$ cat src/rtl/ascii_arry_to_ascii_in_packer.sv
// rtl/ascii_arry_to_ascii_in_packer.sv - packs a 7-bit character stream into the flat ascii_IN bus
// A frame closes on char_last or a full bus, then is held until frame_ack.
module ascii_arry_to_ascii_in_packer #(
   parameter int                CHAR_W    = 7,
   parameter int                MAX_CHARS = 146,
   parameter int                BUS_W     = 1023,
   parameter logic [CHAR_W-1:0] PAD_CHAR  = 7'h00,
   parameter int                CNT_W     = 8
) (
   input  logic              clk,
   input  logic              rst,
   input  logic [CHAR_W-1:0] char_in,
   input  logic              char_valid,
   input  logic              char_last,
   output logic              char_ready,
   input  logic              abort,
   output logic [BUS_W-1:0]  ascii_IN,
   output logic [CNT_W-1:0]  char_count,
   output logic              frame_valid,
   input  logic              frame_ack
);

   localparam int                DATA_W   = CHAR_W * MAX_CHARS;
   localparam logic [DATA_W-1:0] PAD_FILL = {MAX_CHARS{PAD_CHAR}};

   typedef enum logic {COLLECT, HOLD} state_t;

   state_t            state_q, state_d;
   logic [DATA_W-1:0] slots_q, slots_d;
   logic [CNT_W-1:0]  char_count_q, char_count_d;
   logic              xfer;

   assign char_ready  = (state_q == COLLECT);
   assign frame_valid = (state_q == HOLD);
   assign char_count  = char_count_q;
   assign xfer        = char_valid && char_ready;

   always_comb begin
      state_d      = state_q;
      slots_d      = slots_q;
      char_count_d = char_count_q;
      case (state_q)
         COLLECT: begin
            if (abort) begin
               slots_d      = PAD_FILL;
               char_count_d = '0;
            end else if (xfer) begin
               // Constant-index slot decode keeps the write a plain mux per slot.
               for (int i = 0; i < MAX_CHARS; i++) begin
                  if (char_count_q == CNT_W'(i)) begin
                     slots_d[i*CHAR_W +: CHAR_W] = char_in;
                  end
               end
               char_count_d = char_count_q + 1'b1;
               if (char_last || (char_count_q == CNT_W'(MAX_CHARS - 1))) begin
                  state_d = HOLD;
               end
            end
         end
         HOLD: begin
            if (frame_ack) begin
               state_d      = COLLECT;
               slots_d      = PAD_FILL;
               char_count_d = '0;
            end
         end
         default: begin
            state_d      = COLLECT;
            slots_d      = PAD_FILL;
            char_count_d = '0;
         end
      endcase
   end

   always_ff @(posedge clk) begin
      if (rst) begin
         state_q      <= COLLECT;
         slots_q      <= PAD_FILL;
         char_count_q <= '0;
      end else begin
         state_q      <= state_d;
         slots_q      <= slots_d;
         char_count_q <= char_count_d;
      end
   end

   // Bits above the last slot are tied low.
   generate
      if (BUS_W > DATA_W) begin : g_pad_bus
         assign ascii_IN = {{(BUS_W - DATA_W){1'b0}}, slots_q};
      end else begin : g_exact_bus
         assign ascii_IN = slots_q[BUS_W-1:0];
      end
   endgenerate

endmodule
$ cat config.mk
export PLATFORM = sky130hd
export DESIGN_NAME = ascii_arry_to_ascii_in_packer
export DESIGN_NICKNAME = d
export VERILOG_FILES = /design/src/rtl/ascii_arry_to_ascii_in_packer.sv
export SDC_FILE = /design/constraint.sdc
export NUM_CORES = 2
export LEC_CHECK = 0
export BUFFER_PORTS_ARGS = -buffer_cell sky130_fd_sc_hd__buf_2
export CAP_MARGIN = 20
export CORE_AREA = 2 2 408 410
export CTS_CLUSTER_DIAMETER = 200
export CTS_CLUSTER_SIZE = 25
export DETAILED_ROUTE_END_ITERATION = 8
export DIE_AREA = 0 0 410 412
export MAX_ROUTING_LAYER = met4
export PLACE_DENSITY = 0.42
export SLEW_MARGIN = 20
export SYNTH_ARGS = -nofsm -noshare
export SYNTH_HDL_FRONTEND = slang
export SYNTH_SLANG_ARGS = --single-unit
export TNS_END_PERCENT = 10
$ cat constraint.sdc
create_clock -name clk -period 2.37 [get_ports clk]
set_clock_uncertainty 0.15 [all_clocks]
set_input_delay 0.1185 -clock clk [delete_from_list [all_inputs] [get_ports clk]]
set_output_delay 0.1185 -clock clk [all_outputs]
set_load 0.05 [all_outputs]
==> reports/qor.txt <==
outcome = finished, final reports clean
antenna-violating nets left = 0
slew at the pin closest to its max-slew limit = 0.7943 ns
DR WL/cell = 24.71 um
drt first-iter violations = 1,991
Hold WS = 0.1106 ns
routed vias/inst = 4.542
Skew-Pair Late Insertion Delay = 0.67 ns
Final Instance Area = 0.04520 mm2
layout cells sized above 1 = 31.71%
Tot GR Track Use = 19.25%
Peak VDD IR = 436.2 uV
min Tclk post-route = 2.217 ns
Worst Path Arrival = 2.67 ns
Hold Crit Start = abort
Vias = 30,700
Slew Viols, Final = 0
Die Ht = 412 um
commonest non-fill, non-tap cell in the layout = buf_2
Die Area = 0.1689 mm2
f_max = 451.1 MHz
startpoint class of the critical path = flop
# rows = 149
most frequent cells in the layout = buf_2 (1,044), dfxtp_1 (1,025), nand3_1 (824), o21ai_0 (770), buf_4 (217)
grt total ovfl = 0
FFs w/ async S/R, synth = 0%
initial antenna violation count = 8
ys flop type = dfxtp_1
synth top area cells = dfxtp_1 (60%), nand3_1 (12%), o21ai_0 (11%)
Crit Path Max Fanout = 13
worst setup margin = 0.1530 ns
first-pass GRT wire length = 228.4 mm
final wirelength = 167.0 mm
Final Setup Violations = 0
Hold Vio Cnt, Final = 0
Hold EP = slots_q[465]
Ys Warns = 0
Crit path required time = 2.82 ns
pre-CTS setup slack = -0.2465 ns
Clock Path Buffers = 3
Lkg Pwr = 18.63 nW
GP Congestion = 0.7985
number of global-route vias before repair = 28,440
CTS Root Cell = clkbuf_16
largest net degree at the start of global routing = 84
Area Growth Syn to Fin = 31.30%
Syn Area/Cell = 9.630 um2
final core utilization = 27.52%
DRC = 0
Max Cap Viol = 0
H-Tree Depth = 2
CTS sink cnt = 1,031
CTS tree = yes
Post-DP HPWL = 120.5 mm
core area = 0.1642 mm2
hold depth = 6
max_slew headroom = 47.05%
Seq/Total Area, Yosys = 59.95%
kind of critical path = flop to flop
r2r startpoint = char_count[5]
Clk pin slew, worst setup/hold paths = 0.11 ns
CTS buffer count = 47
Post-Syn Nets = 3,592
r2r setup slk = 0.15 ns
post-synth cell types = 51
HP Class = input port to flop
placed instance area = 0.04376 mm2
router iterations before antenna repair = 5
Starting Density = 20.96%
Worst setup EP type = flop
I/O pin cnt = 1,046
Netlist Area Pre-Place = 0.03443 mm2
RR Endpoint = slots_q[610]
Die Wd = 410 um
Syn Inst Count = 3,575
R2R depth = 5
FF+latch count, synth = 1,031
Final period util = 93.55%
Final Net Count = 4,585
Synth top area share = 59.95%
Port Buffers = 1,044
number of flops mapped to enable cells by yosys = 0
area leader, netlist = dfxtp_1
Final Power = 28.27 mW
unrepaired setup endpoints after global routing = no
Power Dens Cells = 625.4 mW/mm2
-- how the worst max path moves through the flow --
stage	from	to	slack, ns
after floorplan	char_count[4]	slots_q[125]	-0.009
after global placement	char_count[5]	slots_q[235]	-0.23
after detailed placement	char_count[5]	slots_q[235]	-0.25
after CTS	char_count[0]	slots_q[186]	0.02
after global routing	char_count[1]	slots_q[233]	0.01
final	char_count[5]	slots_q[610]	0.15
-- worst max-delay path, stage by stage (launching register included) --
cell and delay [ns]:
dfxtp_2 0.39, buf_4 0.18, and4bb_2 0.68, buf_4 0.28, nand2_1 0.24, o2bb2ai_1 0.21
-- through the flow --
stage	TNS (ns)	instances
after floorplan	-0.06007	3575
after global placement	-5.230	6694
after detailed placement	-9.158	6694
after CTS	0	6758
after global routing	0	6759
final	0	6759
-- cell usage after synthesis, drive strengths merged (3+ instances only) --
cell type,instances
nand3b,3
nor2,7
nor3b,4
dfxtp,1031
and3b,8
nand4bb,3
a21o,8
clkbuf,226
and3,7
or3b,3
o21ai,842
o2bb2ai,174
a21oi,33
nand3,824
nor4b,4
xor2,4
nand4,118
buf,171
nand2,47
inv,3
ha,4
or4b,3
a32o,29
-- layout make-up --
cell class / count / area, um2
inverters: 3 / 11.26
diodes: 1 / 2.502
repair buffers: 1341 / 8309
well taps: 2189 / 2739
multi-input cells: 2144 / 12250
fillers: 17760 / 119000
clock buffers: 49 / 1226
clock inverters: 1 / 20.02
flip-flops and latches: 1031 / 20650
-- per-layer routing --
metal	track usage [%]	up-vias	wire length (um)
met2	32.16	924	81070
met5	-	-	0
met3	4.429	163	10900
met1	23.16	14700	70390
met4	5.280	0	4658
li1	-	14910	-
-- flip-flops by register name, summed over array words and instances, names as in the netlist --
register and flops:
slots_q 1022, char_count 8, frame_valid 1
-- power breakdown --
group	total [mW]	switching [mW]	leakage (nW)	internal, mW
Sequential	17.3	0.00658	8.30	17.3
Combinational	1.32	1.01	9.71	0.311
Clock	9.61	5.88	0.614	3.73
-- repair_timing --
| item | in CTS | in global routing |
|---|---|---|
| pin swaps | 0 | 1 |
| hold buffers | 12 | 0 |
| hold endpoints to repair | 765 | 0 |
| endpoints found under the setup margin | 99 | 130 |
| buffers inserted | 2 | 0 |
| gates resized for setup | 2 | 13 |
-- cell families after synthesis --
logic type	share of synthesized area (%)
adder cells (fa/ha/maj)	0.1454
other	0.01089
XOR/XNOR	0.1526
flip-flops	59.95
buffers and inverters	5.033
AO/OA/AOI/OAI	18.45
AND/OR/NAND/NOR	16.25
(Power assumes the default switching activity.)
